==> config.mk <==
export PLATFORM = sky130hd
export DESIGN_NAME = gray_decoder
export DESIGN_NICKNAME = d
export VERILOG_FILES = /design/src/rtl/gray_decoder.sv
export SDC_FILE = /design/constraint.sdc
export NUM_CORES = 1
export LEC_CHECK = 0
export CAP_MARGIN = 5
export CORE_MARGIN = 5
export CORE_UTILIZATION = 45
export CTS_BUF_LIST = sky130_fd_sc_hd__clkbuf_8 sky130_fd_sc_hd__clkbuf_16
export DETAILED_ROUTE_END_ITERATION = 16
export PLACE_DENSITY = 0.71
export SLEW_MARGIN = 5
export SYNTH_ARGS = -nofsm -noshare
export SYNTH_HDL_FRONTEND = slang
export SYNTH_SLANG_ARGS = --single-unit
==> constraint.sdc <==
create_clock -name clk -period 3.5 [get_ports clk]
set_input_delay 0.875 -clock clk [delete_from_list [all_inputs] [get_ports clk]]
set_output_delay 0.875 -clock clk [all_outputs]
set_load 0.01 [all_outputs]
==> src/rtl/gray_decoder.sv <==
// Gray-to-binary decoder with sequence-lock tracking: decodes each accepted
// Gray sample and checks that successive decodes step by +1 (mod 2^W).
//
// state  | meaning
// S_IDLE | no reference sample yet since reset
// S_ACQ  | counting consecutive good steps towards lock
// S_LOCK | sequence tracked; a bad step raises err and drops back to S_ACQ
module gray_decoder #(
  parameter int W      = 4,
  parameter int LOCK_N = 3
) (
  input  logic         clk,
  input  logic         srst,
  input  logic         din_valid,
  input  logic [W-1:0] din,
  output logic [W-1:0] bin_out,
  output logic         bin_valid,
  output logic         locked,
  output logic         err,
  output logic [7:0]   err_cnt
);

  typedef enum logic [1:0] {
    S_IDLE = 2'b00,
    S_ACQ  = 2'b01,
    S_LOCK = 2'b10
  } state_t;

  localparam logic [3:0]   LOCK_TGT = 4'(LOCK_N);
  localparam logic [W-1:0] ONE_W    = W'(1);

  state_t       state, state_n;
  logic [3:0]   gcnt, gcnt_n, gcnt_inc;
  logic [W-1:0] prev, dec, prev_inc;
  logic         good;
  logic         err_n;
  logic [7:0]   err_cnt_n, err_cnt_sat;

  // Each binary bit is the XOR of all Gray bits at and above it.
  always_comb begin
    dec = '0;
    for (int i = 0; i < W; i++) begin
      dec[i] = ^(din >> i);
    end
  end

  assign prev_inc    = prev + ONE_W;
  assign good        = (dec == prev_inc);
  assign gcnt_inc    = gcnt + 4'd1;
  assign err_cnt_sat = (err_cnt == 8'hFF) ? err_cnt : err_cnt + 8'd1;

  always_comb begin
    state_n   = state;
    gcnt_n    = gcnt;
    err_n     = 1'b0;
    err_cnt_n = err_cnt;
    case (state)
      S_IDLE: begin
        if (din_valid) begin
          state_n = S_ACQ;
          gcnt_n  = 4'd0;
        end
      end
      S_ACQ: begin
        if (din_valid) begin
          if (good) begin
            if (gcnt_inc == LOCK_TGT) begin
              state_n = S_LOCK;
              gcnt_n  = 4'd0;
            end else begin
              gcnt_n = gcnt_inc;
            end
          end else begin
            gcnt_n = 4'd0;
          end
        end
      end
      S_LOCK: begin
        if (din_valid && !good) begin
          err_n     = 1'b1;
          err_cnt_n = err_cnt_sat;
          state_n   = S_ACQ;
          gcnt_n    = 4'd0;
        end
      end
      default: begin
        state_n = S_IDLE;
        gcnt_n  = 4'd0;
      end
    endcase
  end

  always_ff @(posedge clk) begin
    if (srst) begin
      state     <= S_IDLE;
      gcnt      <= 4'd0;
      prev      <= '0;
      bin_valid <= 1'b0;
      locked    <= 1'b0;
      err       <= 1'b0;
      err_cnt   <= 8'd0;
    end else begin
      state     <= state_n;
      gcnt      <= gcnt_n;
      bin_valid <= din_valid;
      locked    <= (state_n == S_LOCK);
      err       <= err_n;
      err_cnt   <= err_cnt_n;
      if (din_valid) begin
        prev <= dec;
      end
    end
  end

  // The last accepted decode is both the reference for step checks and the output.
  assign bin_out = prev;

endmodule

### After elaboration in Yosys (flattened, before gate mapping)

Cells that the tools add are included.
Widths: inputs -> output; s select.

* divide/modulo/power cells: 0
* shifts and indexed selects: 0
* reduce and logical (&&, ||, !) cells: 10
* bitwise gates (word level): 2
* equality and inequality tests: 9
* muxes and demuxes: 13
* multipliers: 0
* add/sub/neg operators: 3
* magnitude comparators: 0

Operators with widths (count)
* $mux 4: 5
* $reduce_xor 4->1: 4
* $pmux 4 s3: 1
* $mux 2: 5
* $add 4x1->4 const B: 2
* $add 8x1->8 const B: 1
* $eq 8x8->1 const B: 1
* $ne 2x2->1 const B: 3
* $pmux 2 s3: 1
* $reduce_and 3->1: 2
* $eq 2x2->1 const B: 2
* $eq 4x2->1 const B: 1
* $eq 4x4->1: 1
* $eq 2x1->1 const B: 1
* $logic_not 2->1: 1
* $not 1->1: 2
* $reduce_or 2->1: 1
* $logic_and 1x1->1: 1
* $logic_not 1->1: 1
* $mux 1: 1

* bits in read-only memories: 0
* register bits: 21
* memories: 0
* latch bits: 0
* logic and storage cells: 44
* input port bits: 7
* output and inout bits: 15
* bits in writable memories: 0

### Depth between registers and ports, before layout

* word-level depth: 7
* depth in mapped cells: 8
* mapped depth without buffers: 7

### Worst setup path before layout

No wires, ideal clock.

* path kind: input port to flip-flop
* start: input din[3]
* end: register err_cnt[3]
* library setup time: 123 ps
* data arrival time: 2363 ps
* data required time: 3377 ps
* cell stages on the path: 6
* path buffers: 0
* slack: 1014 ps
* cells stage by stage: xor3_2 > and3_4 > o211ai_2 > and3_2 > nand4_1 > mux2_1

* cells in the longest elaborated chain, start to end: 5
* elaborated cells between the ends (all ways): 8
* classes of those cells: 1 x eq/ne; 7 x reduce/logical

RTL lines
* start: declaration: line 15 `input logic [W-1:0] din,`
* $reduce_xor 4->1: line 43 `dec[i] = ^(din >> i);`
* $eq 4x4->1 *: line 48 `assign good = (dec == prev_inc);`
* $logic_not 1->1 *: line 79 `if (din_valid && !good) begin`
* $logic_and 1x1->1 *: line 79
* $reduce_and 3->1 (no source line) *
* end signal: assignment: line 108 `err_cnt <= err_cnt_n;`
* end: declaration: line 20 `output logic [7:0] err_cnt`

Every way passes the cells marked *; elsewhere a longest branch is shown, timed or not.
A chain may end at the register's enable or synchronous reset.

### Worst setup path after layout

Ends and elaborated chain as after synthesis.

==> impl_metrics.py <==
metrics = {
    "hold_path": {
        "whs_path_depth": 2,
        "min-delay-start": "err_cnt[7]",
        "min_path_type": "reg2reg",
    },
    "power": {
        "power_density_nw_per_um2": 340,
        "power.leakage_uw": 0.000546,
        "seqPwrFrac_pct": 51.9,
        "p_clk_share_pct": 32.2,
        "p_int_uw": 361,
        "p_sw_share_pct": 25.2,
        "p_sw_uw": 121,
        "combPwrFrac_pct": 15.9,
        "vdd_ir_drop_max_mv": 0.272,
    },
    "place": {
        "dp_slack_ns": 0.273,
        "routabilityCongestion": 0.843,
        "hpwlAfterDp_mm": 1.75,
        "io_buffers": 21,
    },
    "synthesis": {
        "synth_cells": 126,
        "yosys_warnings": 0,
        "async_flop_share_pct": 0,
        "seq_area_frac_synth_pct": 37.0,
        "syn_avg_cell_area_um2": 9.02,
        "ys_seq_elements": 21,
        "syn-num-nets": 137,
        "synth-main-ff-cell": "dfxtp_1",
        "yosysUniqueCellTypes": 40,
        "syn_area_um2": 1140,
        "synth_edf_count": 0,
    },
    "routing": {
        "via_count": 966,
        "initialDrtViolationCount": 20,
        "drcViolationCount": 0,
        "vias_per_cell": 5.46,
        "avgRoutedWirePerCell_um": 13.6,
        "ant_nets": 0,
        "routed_wl_mm": 2.41,
        "drtPass1Iterations": 4,
    },
    "critical_path": {
        "cp_top_family": "simple AND/OR/NAND/NOR gates",
        "cp.required_ns": 3.65,
        "critPathLaunchType": "input port",
        "worst-path-stages": 7,
        "r2r_cells": 6,
        "startpoint": "din[3]",
        "cp_num_buf_inv": 1,
        "r2r_start": "state[1]",
        "path_class": "in2reg",
        "cp_slowest_cell": "clkdlybuf4s50_1",
        "endpoint_kind": "flop",
        "crit_chain": "clkdlybuf4s50_1 -> xor3_2 -> and3_4 -> o211ai_2 -> and3_2 -> nand4_1 -> mux2_1",
        "critical_path_arrival_ns": 3.10,
        "cp_max_fo": 5,
        "critPathMaxStageDelay_ns": 0.55,
    },
    "timing": {
        "finalWorstSetupSlack_ns": 0.555,
        "tightest_slew_ns": 0.600,
        "min_period_over_period_pct": 84.1,
        "finalCriticalPeriod_ns": 2.95,
        "finalHoldViolCount": 0,
        "maxSlewViolCount": 0,
        "setup_viol": 0,
        "clock_skew_ns": 0.00389,
        "max_freq_mhz": 340,
        "setup_tns_ns": 0,
        "rsz0062_at_grt": "no",
        "max_slew_margin_pct": 59.9,
    },
    "die": {
        "io_pins": 22,
        "coreArea_um2": 2450,
        "die-area_um2": 3630,
        "die_y_um": 60.2,
        "initial_core_util_pct": 46.3,
        "fp-row-count": 18,
        "die_w_um": 60.2,
    },
    "grt": {
        "grt_pass1_vias": 965,
        "antenna_found_initial": 0,
        "grt_start_max_net_pins": 18,
        "grt_usage_pct": 15.2,
        "grt_overflow": 0,
        "grt_pass1_wl_mm": 4.22,
    },
    "outcome": {
        "status": "complete, no violations",
    },
    "clocking": {
        "cts_buffers": 3,
        "clk_pin_slew_ns": 0.08,
        "cts_tree": "yes",
        "cts_setup_buffers": 0,
        "cts_buffer_depth": 2,
        "htree_levels": 1,
        "clock-sinks": 21,
        "cts_hold_buf": 0,
        "cts_resized": 0,
        "ctsRootBufferMaster": "clkbuf_8",
        "worst_skew_pair.late_latency_ns": 0.26,
    },
    "final_layout": {
        "syn_to_final_growth_pct": 24.7,
        "final_cell_mix": "dfxtp_1, clkdlybuf4s50_1, nor2_1",
        "num_antenna_cells": 0,
        "fin_util_pct": 57.7,
        "drive_gt1_share_pct": 8.84,
        "final_nets": 159,
    },
    "flow_run": {
        "drv_cap": 0,
    },
}
## path summary, 6_finish.rpt
path | endpoint | slack [ns]
min | err_cnt[7] | 0.53
min reg2reg | err_cnt[7] | 0.53
max | err_cnt[3] | 0.55
max reg2reg | err_cnt[7] | 1.45
## worst min-delay path, stage by stage (launching register included)
cell and delay (ns):
dfxtp_1 0.35, o21ai_1 0.08, a21oi_1 0.06
## Yosys cell counts, types with 2 or more instances
master / number / area, µm²
nor2b_1: 3 / 18.8
nor3_1: 4 / 20.0
mux2i_1: 4 / 40.0
nor3_2: 2 / 20.0
or3_1: 2 / 12.5
and4_1: 2 / 17.5
o21ai_1: 2 / 10.0
xnor2_1: 9 / 78.8
a211oi_1: 2 / 15.0
nand4_1: 2 / 12.5
clkbuf_1: 4 / 15.0
dfxtp_1: 21 / 420
nor2_1: 16 / 60.1
a21oi_1: 7 / 35.0
inv_1: 2 / 7.51
xor2_1: 2 / 17.5
a21o_1: 2 / 15.0
and3_1: 3 / 18.8
nand2_1: 7 / 26.3
o21ai_0: 2 / 10.0
o31ai_1: 2 / 15.0
ha_1: 4 / 50.1
nand3_1: 5 / 25.0
## layout make-up
type,count,area (µm²)
Inverter,2,7.51
Clock inverter,1,3.75
Multi-Input combinational cell,98,688
Sequential cell,21,420
Clock buffer,3,41.3
Tap cell,30,37.5
Fill cell,231,1040
Timing Repair Buffer,22,218
## cells by family (layout without fill, tap and decap cells)
group | after synthesis | count (layout) | synth area share [%]
AO/OA/AOI/OAI | 23 | 23 | 13.5
XOR/XNOR | 13 | 13 | 12.1
adder cells (fa/ha/maj) | 4 | 4 | 4.41
buffers and inverters | 7 | 28 | 2.42
flip-flops | 21 | 21 | 37.0
multiplexers | 5 | 5 | 4.52
AND/OR/NAND/NOR | 53 | 53 | 26.0
## through the flow
step                hold slack, ns  total power [µW]  cell area, µm²  instances
floorplan                    0.480               307            1140        126
global placement             0.503               331            1370        173
detailed placement           0.516               332            1370        173
CTS                          0.541               485            1420        177
global route                 0.567               504            1420        177
finish                       0.533               482            1420        177
## power by group through the flow
stage / Combinational [µW] / Clock, µW / Sequential (µW)
6_report: 76.4 / 155 / 250
4_1_cts: 77.0 / 158 / 250
3_5_place_dp: 76.4 / 0 / 256
2_1_floorplan: 50.0 / 0 / 257
5_1_grt: 82.7 / 170 / 251
3_3_place_gp: 75.6 / 0 / 256
## layer usage
layer  vias up  wire (µm)  GRT usage, %
met5         -          0             0
met4         0         38          6.65
met3         5         96          3.24
met2        19       1140          25.0
met1       453       1140          18.9
li1        489          -             -
## sequential cells by signal (all words and copies together) (netlist names)
name       cells
err_cnt        8
bin_out        4
gcnt           4
state          2
bin_valid      1
err            1
locked         1
Note: power is estimated with default switching activity, not from simulation.
